--- config.mk ---
export PLATFORM = sky130hd
export DESIGN_NAME = elevator_car_ctrl_flat
export DESIGN_NICKNAME = d
export VERILOG_FILES = /design/src/rtl/elevator_car_ctrl_if.sv /design/src/rtl/elevator_car_ctrl.sv /design/src/flat_wrapper.sv
export SDC_FILE = /design/constraint.sdc
export NUM_CORES = 1
export LEC_CHECK = 0
export ABC_AREA = 0
export CORE_ASPECT_RATIO = 0.5
export CORE_MARGIN = 4
export CORE_UTILIZATION = 40
export DETAILED_ROUTE_END_ITERATION = 10
export PLACE_DENSITY = 0.7
export SLEW_MARGIN = 15
export SYNTH_ARGS = -nofsm -noshare
export SYNTH_HDL_FRONTEND = slang
export SYNTH_SLANG_ARGS = --single-unit
--- constraint.sdc ---
create_clock -name clk -period 3.9 [get_ports clk]
set_clock_uncertainty 0.15 [all_clocks]
set_input_delay 0.78 -clock clk [delete_from_list [all_inputs] [get_ports clk]]
set_output_delay 0.78 -clock clk [all_outputs]
set_load 0.02 [all_outputs]
--- src/rtl/elevator_car_ctrl_if.sv ---
`default_nettype none
// ============================================================================
// Module   : elevator_car_ctrl_if
// Brief    : Request/position bus between the car controller and its users.
// Revision : 1.0 - initial release
// ============================================================================
interface elevator_car_ctrl_if;
    logic       tick;
    logic [6:0] req;
    logic [2:0] currentFl;
    logic       doorOpen;
    logic       moving;
    logic       dirUp;
    logic [6:0] pending;

    modport master (
        output tick,
        output req,
        input  currentFl,
        input  doorOpen,
        input  moving,
        input  dirUp,
        input  pending
    );

    modport slave (
        input  tick,
        input  req,
        output currentFl,
        output doorOpen,
        output moving,
        output dirUp,
        output pending
    );
endinterface
`default_nettype wire

--- src/rtl/elevator_car_ctrl.sv ---
`default_nettype none
// ============================================================================
// Module   : elevator_car_ctrl
// Brief    : SCAN car-motion controller: request capture, stepping, door dwell.
// Revision : 1.0 - initial release
// ============================================================================
module elevator_car_ctrl #(
    parameter int TRAVEL = 4,
    parameter int DWELL  = 3
) (
    input  wire                clk,
    input  wire                reset,
    elevator_car_ctrl_if.slave bus
);

    localparam int C_CNT_MAX = (TRAVEL > DWELL) ? TRAVEL : DWELL;
    localparam int C_CNT_W   = (C_CNT_MAX > 1) ? $clog2(C_CNT_MAX + 1) : 1;
    localparam logic [C_CNT_W-1:0] C_TRAVEL_LAST = C_CNT_W'(TRAVEL - 1);
    localparam logic [C_CNT_W-1:0] C_DWELL_LAST  = C_CNT_W'(DWELL - 1);
    localparam logic [C_CNT_W-1:0] C_CNT_ONE     = C_CNT_W'(1);

    typedef enum logic [1:0] {
        ST_IDLE = 2'd0,
        ST_DOOR = 2'd1,
        ST_MOVE = 2'd2
    } state_t;

    state_t               state_q, state_d;
    logic [2:0]           fl_q, fl_d;
    logic                 dir_up_q, dir_up_d;
    logic [C_CNT_W-1:0]   cnt_q, cnt_d;
    logic [6:0]           pending_q, pending_d;
    logic                 door_open_q, door_open_d;
    logic                 moving_q, moving_d;

    logic [6:0] w_fl_onehot;
    logic [6:0] w_below_mask;
    logic [6:0] w_above_mask;
    logic       w_above;
    logic       w_below;
    logic       w_req_here;
    logic       w_pend_here;

    // Masks split the request vector around the current position.
    always_comb begin
        w_fl_onehot  = 7'd1 << fl_q;
        w_below_mask = w_fl_onehot - 7'd1;
        w_above_mask = ~(w_below_mask | w_fl_onehot);
        w_above      = |(pending_q & w_above_mask);
        w_below      = |(pending_q & w_below_mask);
        w_req_here   = |(bus.req & w_fl_onehot);
        w_pend_here  = |(pending_q & w_fl_onehot);
    end

    always_comb begin
        state_d   = state_q;
        fl_d      = fl_q;
        dir_up_d  = dir_up_q;
        cnt_d     = cnt_q;
        pending_d = pending_q | bus.req;

        case (state_q)
            ST_IDLE: begin
                if (w_pend_here || w_req_here) begin
                    state_d   = ST_DOOR;
                    pending_d = (pending_q | bus.req) & ~w_fl_onehot;
                    cnt_d     = '0;
                end else if (dir_up_q && w_above) begin
                    state_d = ST_MOVE;
                    cnt_d   = '0;
                end else if (!dir_up_q && w_below) begin
                    state_d = ST_MOVE;
                    cnt_d   = '0;
                end else if (w_above) begin
                    dir_up_d = 1'b1;
                    state_d  = ST_MOVE;
                    cnt_d    = '0;
                end else if (w_below) begin
                    dir_up_d = 1'b0;
                    state_d  = ST_MOVE;
                    cnt_d    = '0;
                end
            end

            ST_MOVE: begin
                if (bus.tick) begin
                    if (cnt_q == C_TRAVEL_LAST) begin
                        cnt_d   = '0;
                        state_d = ST_IDLE;
                        if (dir_up_q) begin
                            if (fl_q != 3'd6) fl_d = fl_q + 3'd1;
                        end else begin
                            if (fl_q != 3'd0) fl_d = fl_q - 3'd1;
                        end
                    end else begin
                        cnt_d = cnt_q + C_CNT_ONE;
                    end
                end
            end

            ST_DOOR: begin
                // A call for the floor we are standing at holds the doors instead of queueing.
                pending_d = pending_q | (bus.req & ~w_fl_onehot);
                if (w_req_here) begin
                    cnt_d = '0;
                end else if (bus.tick) begin
                    if (cnt_q == C_DWELL_LAST) begin
                        cnt_d   = '0;
                        state_d = ST_IDLE;
                    end else begin
                        cnt_d = cnt_q + C_CNT_ONE;
                    end
                end
            end

            default: begin
                state_d = ST_IDLE;
                cnt_d   = '0;
            end
        endcase

        door_open_d = (state_d == ST_DOOR);
        moving_d    = (state_d == ST_MOVE);
    end

    always_ff @(posedge clk) begin
        if (reset) begin
            state_q     <= ST_IDLE;
            fl_q        <= 3'd0;
            dir_up_q    <= 1'b1;
            cnt_q       <= '0;
            pending_q   <= 7'd0;
            door_open_q <= 1'b0;
            moving_q    <= 1'b0;
        end else begin
            state_q     <= state_d;
            fl_q        <= fl_d;
            dir_up_q    <= dir_up_d;
            cnt_q       <= cnt_d;
            pending_q   <= pending_d;
            door_open_q <= door_open_d;
            moving_q    <= moving_d;
        end
    end

    assign bus.currentFl = fl_q;
    assign bus.doorOpen  = door_open_q;
    assign bus.moving    = moving_q;
    assign bus.dirUp     = dir_up_q;
    assign bus.pending   = pending_q;

endmodule
`default_nettype wire

--- src/flat_wrapper.sv ---
// flat-port wrapper written by rule: the top's interface ports become plain ports
module elevator_car_ctrl_flat 
#(
    parameter int TRAVEL = 4,
    parameter int DWELL  = 3
)
  (clk, reset, bus_tick, bus_req, bus_currentFl, bus_doorOpen, bus_moving, bus_dirUp, bus_pending);
  elevator_car_ctrl_if bus_i ();
  input  wire clk;
  input  wire reset;
  input wire logic [$bits(bus_i.tick)-1:0] bus_tick;
  input wire logic [$bits(bus_i.req)-1:0] bus_req;
  output wire logic [$bits(bus_i.currentFl)-1:0] bus_currentFl;
  output wire logic [$bits(bus_i.doorOpen)-1:0] bus_doorOpen;
  output wire logic [$bits(bus_i.moving)-1:0] bus_moving;
  output wire logic [$bits(bus_i.dirUp)-1:0] bus_dirUp;
  output wire logic [$bits(bus_i.pending)-1:0] bus_pending;
  assign bus_i.tick = bus_tick;
  assign bus_i.req = bus_req;
  assign bus_currentFl = bus_i.currentFl;
  assign bus_doorOpen = bus_i.doorOpen;
  assign bus_moving = bus_i.moving;
  assign bus_dirUp = bus_i.dirUp;
  assign bus_pending = bus_i.pending;
  elevator_car_ctrl #(.TRAVEL(TRAVEL), .DWELL(DWELL)) u_core (.clk(clk), .reset(reset), .bus(bus_i));
endmodule
==> Yosys cells after proc, flatten, opt, wreduce, memory -nomap -nowiden <==
Index checks and enable logic that the tools add are counted.
{ "word_totals": {"inputBits": 10, "register_bits": 18, "out_inout_bits": 13} }
{ "op_classes": {"reduce_logical": 15, "n_shift": 1, "bitwise": 14, "add_sub_neg": 4, "eq_ne": 11, "muxes": 29} }
{ "op_table": {"columns": ["cell", "count"], "rows": [
  ["7-bit bitwise AND", 6],
  ["3-bit 2-to-1 mux", 13],
  ["7-bit OR reduction", 4],
  ["7-bit bitwise OR", 3],
  ["2-bit 2-to-1 mux", 10],
  ["7-bit inverter", 2],
  ["7-bit case mux with 2 select lines", 1],
  ["5-bit AND reduction", 2],
  ["3-bit case mux with 3 select lines", 1],
  ["7-bit 2-to-1 mux", 1],
  ["1-bit by 3-bit << shifter with 7-bit output (first input constant)", 1],
  ["7-bit by 1-bit subtractor with 7-bit output (second input constant)", 1],
  ["3-bit by 1-bit adder with 3-bit output (second input constant)", 2],
  ["3-bit by 2-bit == test with 1-bit output (second input constant)", 2],
  ["6-bit by 1-bit != test with 1-bit output (second input constant)", 1],
  ["2-bit case mux with 3 select lines", 1],
  ["2-bit by 1-bit == test with 1-bit output (second input constant)", 2],
  ["2-bit == test (second input constant)", 2],
  ["2-bit != test (second input constant)", 2],
  ["2-bit nonzero test", 2],
  ["3-bit by 2-bit != test with 1-bit output (second input constant)", 1],
  ["3-bit != test (second input constant)", 1],
  ["1-bit inverter", 3],
  ["3-bit AND reduction", 1],
  ["other kinds (7)", 9]
]} }

==> Depth between registers and ports, before layout <==
Gate-level depths: netlist of run 1.
{ "logic_depth": {"depth_word": 12, "mapped_depth": 12, "mapped_depth_nobuf": 11} }

==> Least setup slack after synthesis of run 1 <==
No wires, ideal clock.
{ "synth_path": {"path_kind": "flip-flop to flip-flop", "start": "register u_core.fl_q[2], in the netlist u_core.bus.currentFl[2]", "end": "register u_core.cnt_q[0]", "required_ns": 3.629, "arrival_time_ns": 3.025, "setup_time_ns": 0.121, "slack_ns": 0.604, "path_stages_with_launch": 12, "synth_period_minus_slack_ns": 3.296, "path_cell_list": "dfxtp_1 -> clkbuf_8 -> or3_2 -> clkbuf_1 -> ha_1 -> nand3_1 -> ha_1 -> a22o_2 -> a221oi_1 -> o221ai_2 -> o32ai_4 -> mux2_4"} }
{ "synth_between": {"elab_chain_cells": 11} }
{ "synth_lines": {"columns": ["item", "line", "rtl"], "rows": [
  ["start, declared", "elevator_car_ctrl.sv:29", "logic [2:0] fl_q, fl_d;"],
  ["start signal, assigned", "elevator_car_ctrl.sv:137", "fl_q <= fl_d;"],
  ["1-bit by 3-bit << shifter with 7-bit output (*)", "elevator_car_ctrl.sv:46", "w_fl_onehot = 7'd1 << fl_q;"],
  ["7-bit by 1-bit subtractor with 7-bit output", "elevator_car_ctrl.sv:47", "w_below_mask = w_fl_onehot - 7'd1;"],
  ["7-bit bitwise OR", "elevator_car_ctrl.sv:48", "w_above_mask = ~(w_below_mask | w_fl_onehot);"],
  ["7-bit inverter", "elevator_car_ctrl.sv:48", null],
  ["7-bit bitwise AND", "elevator_car_ctrl.sv:49", "w_above = |(pending_q & w_above_mask);"],
  ["7-bit OR reduction", "elevator_car_ctrl.sv:49", null],
  ["3-bit 2-to-1 mux", "elevator_car_ctrl.sv:74", "end else if (w_above) begin"],
  ["3-bit 2-to-1 mux", "elevator_car_ctrl.sv:71", "end else if (!dir_up_q && w_below) begin"],
  ["3-bit 2-to-1 mux", "elevator_car_ctrl.sv:68", "end else if (dir_up_q && w_above) begin"],
  ["3-bit 2-to-1 mux", "elevator_car_ctrl.sv:64", "if (w_pend_here || w_req_here) begin"],
  ["3-bit case mux with 3 select lines", "elevator_car_ctrl.sv:62", "case (state_q)"],
  ["end signal, assigned", "elevator_car_ctrl.sv:139", "cnt_q <= cnt_d;"],
  ["end, declared", "elevator_car_ctrl.sv:31", "logic [C_CNT_W-1:0] cnt_q, cnt_d;"]
]} }
Every way passes the cells marked *; elsewhere a longest branch is shown, timed or not.
A chain may end at the register's enable or synchronous reset.

==> Worst setup path after layout of run 1 <==
{ "layout_path": {"start": "register u_core.fl_q[1], in the netlist u_core.bus.currentFl[1]", "end": "register u_core.cnt_q[0]"} }
Same word-level chain as after synthesis.

==> impl_metrics.env, run 1 <==
export IMPL_status="complete, no violations"
export IMPL_crit_chain="or3_2 > ha_1 > nand3_1 > ha_1 > a22o_2 > a221oi_1 > o221ai_2 > o32ai_4 > mux2_4"
export IMPL_crit_buf_inv=0
export IMPL_synth_distinct_cells=50
export IMPL_n_fill_cell=327
export IMPL_routed_top_layer="met4"
export IMPL_syn_area_sq_um=1470
export IMPL_crit_path_max_fanout=14
export IMPL_wl_met2_um=1590
export IMPL_clock_sinks=18
export IMPL_antenna_found_initial=0
export IMPL_grt_use_total=0.156
export IMPL_clk_latency_ns=0.26
export IMPL_synth_top_area_frac=0.246
export IMPL_vdd_drop_max_mv=0.124
export IMPL_ys_ff_latch=18
export IMPL_grt_pass1_vias=1234
export IMPL_dpl_cell_count=234
export IMPL_p_sw_frac=0.334
export IMPL_setup_worst_path_end_class="register"
export IMPL_async_reset_ff_frac=0
export IMPL_fp_dieH_um=50.8
export IMPL_arrival_ns=3.41
export IMPL_cts_tree="built"
export IMPL_start_util=0.422
export IMPL_crit_type="reg2reg"
export IMPL_synth_top_area_cell="dfxtp_1"
export IMPL_cts_hold_fix_buffers=0
export IMPL_diodes=0
export IMPL_grt_pass1_wl_um=5870
export IMPL_cp_start_kind="register"
export IMPL_tightest_slew_ns=0.700
export IMPL_synth_top_flop_cell="dfxtp_1"
export IMPL_route_detailed_drc=0
export IMPL_p_int_mw=0.332
export IMPL_wl_met1_um=1710
export IMPL_finalHoldViolCount=0
export IMPL_power_frac_seq=0.427
export IMPL_core_area_sq_um=3470
export IMPL_gp_congestion=0.863
export IMPL_cts_buffers=3
export IMPL_maxCapViolations=0
export IMPL_synthCells=166
export IMPL_maxSlewHeadroom=0.529
export IMPL_met3_length_um=130
export IMPL_grt_max_degree=21
export IMPL_synth_avg_cell_area_sq_um=8.83
export IMPL_wl_per_cell_um=14.6
export IMPL_grt_overflow_total=0
export IMPL_power_leakage_nw=0.641
export IMPL_worstPathRequired_ns=3.90
export IMPL_synth_nets=190
export IMPL_ctsResizeCount=0
export IMPL_power_total_mw=0.498
export IMPL_worst_path_largest_cell_delay_ns=0.53
export IMPL_cts_setup_buffers=0
export IMPL_dp_hpwl_um=2610
export IMPL_rsz0062_at_grt="false"
export IMPL_worst_path_max_delay_cell="or3_2"
export IMPL_multi_input_area_sq_um=986
export IMPL_cts_htree_levels=1
export IMPL_whs_ns=0.381
export IMPL_p_sw_mw=0.166
export IMPL_drive_gt1_frac=0.124
export IMPL_power_density_nw_per_um2=286
export IMPL_row_count=15
export IMPL_crit_top_cell="ha_1"
export IMPL_routed_via_density=5.43
export IMPL_root_buffer="clkbuf_8"
export IMPL_ant_nets=0
export IMPL_tns_ns=0
export IMPL_detailedRoute_firstIterationViolations=74
export IMPL_hp_class="reg2reg"
export IMPL_synth_edff_count=0
export IMPL_clockPowerShare=0.275
export IMPL_crit_family="compound AO/OA/AOI/OAI gates"
export IMPL_fmax_mhz=293
export IMPL_drt_wl_total_um=3460
export IMPL_final_nets=212
export IMPL_drt_pass1_iter_count=4
export IMPL_buffer_ports_inserted=22
export IMPL_finalNonFillerCells=237
export IMPL_cts_path_max_buffers=2
export IMPL_syn_to_final_growth_pct=18.9
export IMPL_die_x_um=93.6
export IMPL_seq_area_frac_synth=0.246
export IMPL_combPwrFrac=0.298
export IMPL_drv_slew=0
export IMPL_post_route_period_util=0.876
export IMPL_ff_latch_area_sq_um=360
export IMPL_via_count=1286
export IMPL_io_pins=23
export IMPL_ys_warn_count=0
export IMPL_fin_crit_ns=3.42
export IMPL_dieArea_sq_um=4760
export IMPL_clkTransAtPathRegs_ns=0.08
export IMPL_finalSetupViolations=0
export IMPL_yosys_top_cells_area="dfxtp_1 (25%), ha_1 (11%), o21ai_0 (5.8%)"
[flip-flops by register name, indices dropped and copies added (netlist names)]
name / count
u_core.cnt_q: 3
u_core.bus.pending: 7
u_core.bus.dirUp: 1
u_core.bus.currentFl: 3
u_core.bus.doorOpen: 1
u_core.state_q: 2
u_core.bus.moving: 1
[per-layer routing]
layer	GRT usage	vias to the layer above
met5	0	-
met3	0.0368	4
met1	0.210	622
met2	0.256	21
met4	0.0360	0
li1	-	639
[power by group through the flow]
stage / Sequential, mW / Combinational [mW] / Clock, mW
4_1_cts: 0.212 / 0.149 / 0.139
6_report: 0.213 / 0.148 / 0.137
2_1_floorplan: 0.224 / 0.0876 / 0
5_1_grt: 0.215 / 0.165 / 0.148
3_5_place_dp: 0.217 / 0.148 / 0
3_3_place_gp: 0.217 / 0.148 / 0
[path summary, 6_finish.rpt]
path,slack (ns),to,start,depth (start not counted)
setup / recovery,0.48,u_core.cnt_q[0]$_SDFFE_PP0P_,u_core.bus.currentFl[1]$_SDFFE_PP0P_,9
hold / removal,0.38,u_core.cnt_q[2]$_SDFFE_PP0P_,u_core.cnt_q[2]$_SDFFE_PP0P_,2
setup reg to reg,0.48,u_core.cnt_q[0]$_SDFFE_PP0P_,u_core.bus.currentFl[1]$_SDFFE_PP0P_,9
hold reg to reg,0.38,u_core.cnt_q[2]$_SDFFE_PP0P_,u_core.cnt_q[2]$_SDFFE_PP0P_,2
[final cells by class]
type / count / share of cell area
repair buffers: 25 / 0.139
multi-input cells: 127 / 0.566
well taps: 51 / 0.0366
clock buffers: 3 / 0.0237
inverters: 13 / 0.0280
flip-flops and latches: 18 / 0.207
[cells by family (layout without fill, tap and decap cells)]
group           after synthesis  in the layout  synth area share
compound gates               51             51             0.264
xor+xnor                      3              3            0.0179
fa+ha+maj                    14             14             0.125
buf+inv                      21             41            0.0819
flops                        18             18             0.246
mux                          11             11            0.0836
simple gates                 48             48             0.183
[cell usage in the layout (no fill, tap or decap), types with 6 or more instances in the layout]
| master | count |
|---|---|
| clkdlybuf4s50_1 | 22 |
| dfxtp_1 | 18 |
| o21ai_0 | 17 |
| inv_1 | 13 |
| ha_1 | 13 |
| nand2_1 | 12 |
| a21oi_1 | 11 |
| nor2_1 | 10 |
| mux2i_1 | 7 |
| nor2b_1 | 6 |
[through the flow]
stage	worst slack, ns	cell area [sq um]	util
2_1_floorplan	0.604	1470	-
3_3_place_gp	0.620	1700	0.490
3_5_place_dp	0.501	1700	0.490
4_1_cts	0.479	1740	0.502
5_1_grt	0.301	1740	0.502
6_report	0.484	1740	0.502
[tightest hold or removal path: stages, from the launching register on]
cell and delay, ns:
dfxtp_1 0.34, nand2_1 0.08, mux2i_1 0.06
[synthesized netlist by cell type, types with 2 or more instances]
library cell  count
xnor2_1           2
inv_1            13
o21ai_0          17
nor2b_1           6
mux2_2            2
dfxtp_1          18
o31ai_1           2
ha_1             13
clkbuf_8          3
nor2_1           10
mux2i_1           7
nand2b_1          3
a221oi_1          2
clkbuf_1          3
and2_1            2
mux2_4            2
nand3b_1          3
a21oi_1          11
a311oi_1          3
nand3_1           3
nand2_1          12
Note: power is estimated with default switching activity, not from simulation.
==> run 2, diff against run 1 <==
--- a/config.mk
+++ b/config.mk
@@ -8,9 +8,9 @@
 export ABC_AREA = 0
 export CORE_ASPECT_RATIO = 0.5
 export CORE_MARGIN = 4
-export CORE_UTILIZATION = 40
+export CORE_UTILIZATION = 37
 export DETAILED_ROUTE_END_ITERATION = 10
-export PLACE_DENSITY = 0.7
+export PLACE_DENSITY = 0.67
 export SLEW_MARGIN = 15
 export SYNTH_ARGS = -nofsm -noshare
 export SYNTH_HDL_FRONTEND = slang
==> impl_metrics.env, run 2 (synthesized netlist as in run 1, its figures left out) <==
export IMPL_die_x_um=97.0
export IMPL_route_detailed_drc=0
export IMPL_cts_buffers=3
export IMPL_final_core_util=0.485
export IMPL_dpl_cell_count=234
export IMPL_finalNonFillerCells=238
export IMPL_multi_input_area_sq_um=986
export IMPL_wl_per_cell_um=14.9
export IMPL_grt_pass1_wl_um=5940
export IMPL_dieArea_sq_um=5100
export IMPL_worstPathRequired_ns=3.90
export IMPL_largest_reg_flops=7
export IMPL_ant_nets=0
export IMPL_ctsResizeCount=0
export IMPL_grt_use_total=0.146
export IMPL_post_route_period_util=0.876
export IMPL_vdd_drop_max_mv=0.0965
export IMPL_arrival_ns=3.41
export IMPL_tns_ns=0
export IMPL_power_leakage_nw=0.648
export IMPL_tightest_slew_ns=0.668
export IMPL_root_buffer="clkbuf_8"
export IMPL_antenna_found_initial=0
export IMPL_io_pins=23
export IMPL_finalSetupViolations=0
export IMPL_rsz0062_at_grt="false"
export IMPL_mostFrequentLayoutCell="clkdlybuf4s50_1"
export IMPL_drive_gt1_frac=0.128
export IMPL_whs_ns=0.383
export IMPL_grt_pass1_vias=1228
export IMPL_buffer_ports_inserted=22
export IMPL_power_frac_seq=0.408
export IMPL_hp_class="reg2reg"
export IMPL_worst_path_largest_cell_delay_ns=0.54
export IMPL_diodes=0
export IMPL_cts_path_max_buffers=2
export IMPL_grt_max_degree=21
export IMPL_crit_chain="or3_2 > ha_1 > nand3_1 > ha_1 > a22o_2 > a221oi_1 > o221ai_2 > o32ai_4 > mux2_4"
export IMPL_maxSlewHeadroom=0.550
export IMPL_power_total_mw=0.522
export IMPL_grt_overflow_total=0
export IMPL_final_cell_mix="clkdlybuf4s50_1 (22), dfxtp_1 (18), o21ai_0 (17), inv_1 (13), ha_1 (13)"
export IMPL_crit_top_cell="ha_1"
export IMPL_combPwrFrac=0.285
export IMPL_cts_htree_levels=1
export IMPL_detailedRoute_firstIterationViolations=74
export IMPL_min_path_cells=2
export IMPL_fin_crit_ns=3.42
export IMPL_status="complete, no violations"
export IMPL_crit_type="reg2reg"
export IMPL_cts_tree="built"
export IMPL_via_count=1274
export IMPL_drv_slew=0
export IMPL_cts_hold_fix_buffers=0
export IMPL_power_density_nw_per_um2=297
export IMPL_maxCapViolations=0
export IMPL_setup_worst_path_end_class="register"
export IMPL_n_fill_cell=349
export IMPL_crit_path_max_fanout=15
export IMPL_cts_setup_buffers=0
export IMPL_ff_latch_area_sq_um=360
export IMPL_crit_path_start="u_core.bus.currentFl[1]$_SDFFE_PP0P_"
export IMPL_row_count=15
export IMPL_finalHoldViolCount=0
export IMPL_clk_latency_ns=0.26
export IMPL_routed_via_density=5.35
export IMPL_clock_sinks=18
export IMPL_fp_dieH_um=52.5
export IMPL_p_int_mw=0.353
export IMPL_p_sw_frac=0.325
export IMPL_worstHoldStart="u_core.cnt_q[2]$_SDFFE_PP0P_"
export IMPL_start_util=0.405
export IMPL_drt_pass1_iter_count=4
export IMPL_ff2ff_setup_slack_ns=0.48
export IMPL_core_area_sq_um=3620
export IMPL_worst_path_max_delay_cell="or3_2"
export IMPL_clockPowerShare=0.307
export IMPL_gp_congestion=0.839
export IMPL_p_sw_mw=0.170
export IMPL_syn_to_final_growth_pct=19.8
export IMPL_drt_wl_total_um=3540
export IMPL_dp_hpwl_um=2670
export IMPL_fmax_mhz=293
export IMPL_reg2reg_depth=9
export IMPL_reg2reg_from="u_core.bus.currentFl[1]$_SDFFE_PP0P_"
export IMPL_final_nets=212
export IMPL_clkTransAtPathRegs_ns=0.08
export IMPL_cp_start_kind="register"
[run 2: changes by cell type in the layout (fill, tap and decap cells not counted), sizes merged]
cell | previous run | this run
clkbuf | 3 | 4
[run 2: through the flow]
stage	setup WS, ns	area (sq um)
after floorplan	0.604	1470
after global placement	0.679	1700
after detailed placement	0.513	1700
after CTS	0.496	1760
after global routing	0.351	1760
final	0.483	1760
[run 2: metal layers]
layer	vias up	part of all wire	global-route usage
li1	639	-	-
met1	593	0.49	0.193
met2	40	0.44	0.243
met3	2	0.063	0.0345
met4	0	0.0076	0.0373
met5	-	0	0
[run 2: worst paths after layout]
path,endpoint
worst min register to register,u_core.cnt_q[2]$_SDFFE_PP0P_
worst max-delay path,u_core.cnt_q[0]$_SDFFE_PP0P_
worst min-delay path,u_core.cnt_q[2]$_SDFFE_PP0P_
worst max register to register,u_core.cnt_q[0]$_SDFFE_PP0P_
[run 2: critical path, delay by kind of cell, from the launching register on]
family / cells / cell delay [ns]
multiplexers: 1 / 0.33
adder cells (fa/ha/maj): 2 / 0.51
flip-flops: 1 / 0.47
AND/OR/NAND/NOR: 2 / 0.63
AO/OA/AOI/OAI: 4 / 1.20
[run 2: area by class of cell]
class,instances,area share
inverter,13,0.0278
multi-input combinational,127,0.561
tap,51,0.0363
clock buffer,4,0.0313
timing repair buffer,25,0.138
sequential,18,0.205
[run 2: power groups by stage]
stage | logic [mW] | registers [mW] | clock network, mW
2_1_floorplan | 0.0876 | 0.224 | 0
3_3_place_gp | 0.149 | 0.217 | 0
3_5_place_dp | 0.149 | 0.217 | 0
4_1_cts | 0.149 | 0.213 | 0.164
5_1_grt | 0.164 | 0.216 | 0.173
6_report | 0.149 | 0.213 | 0.160
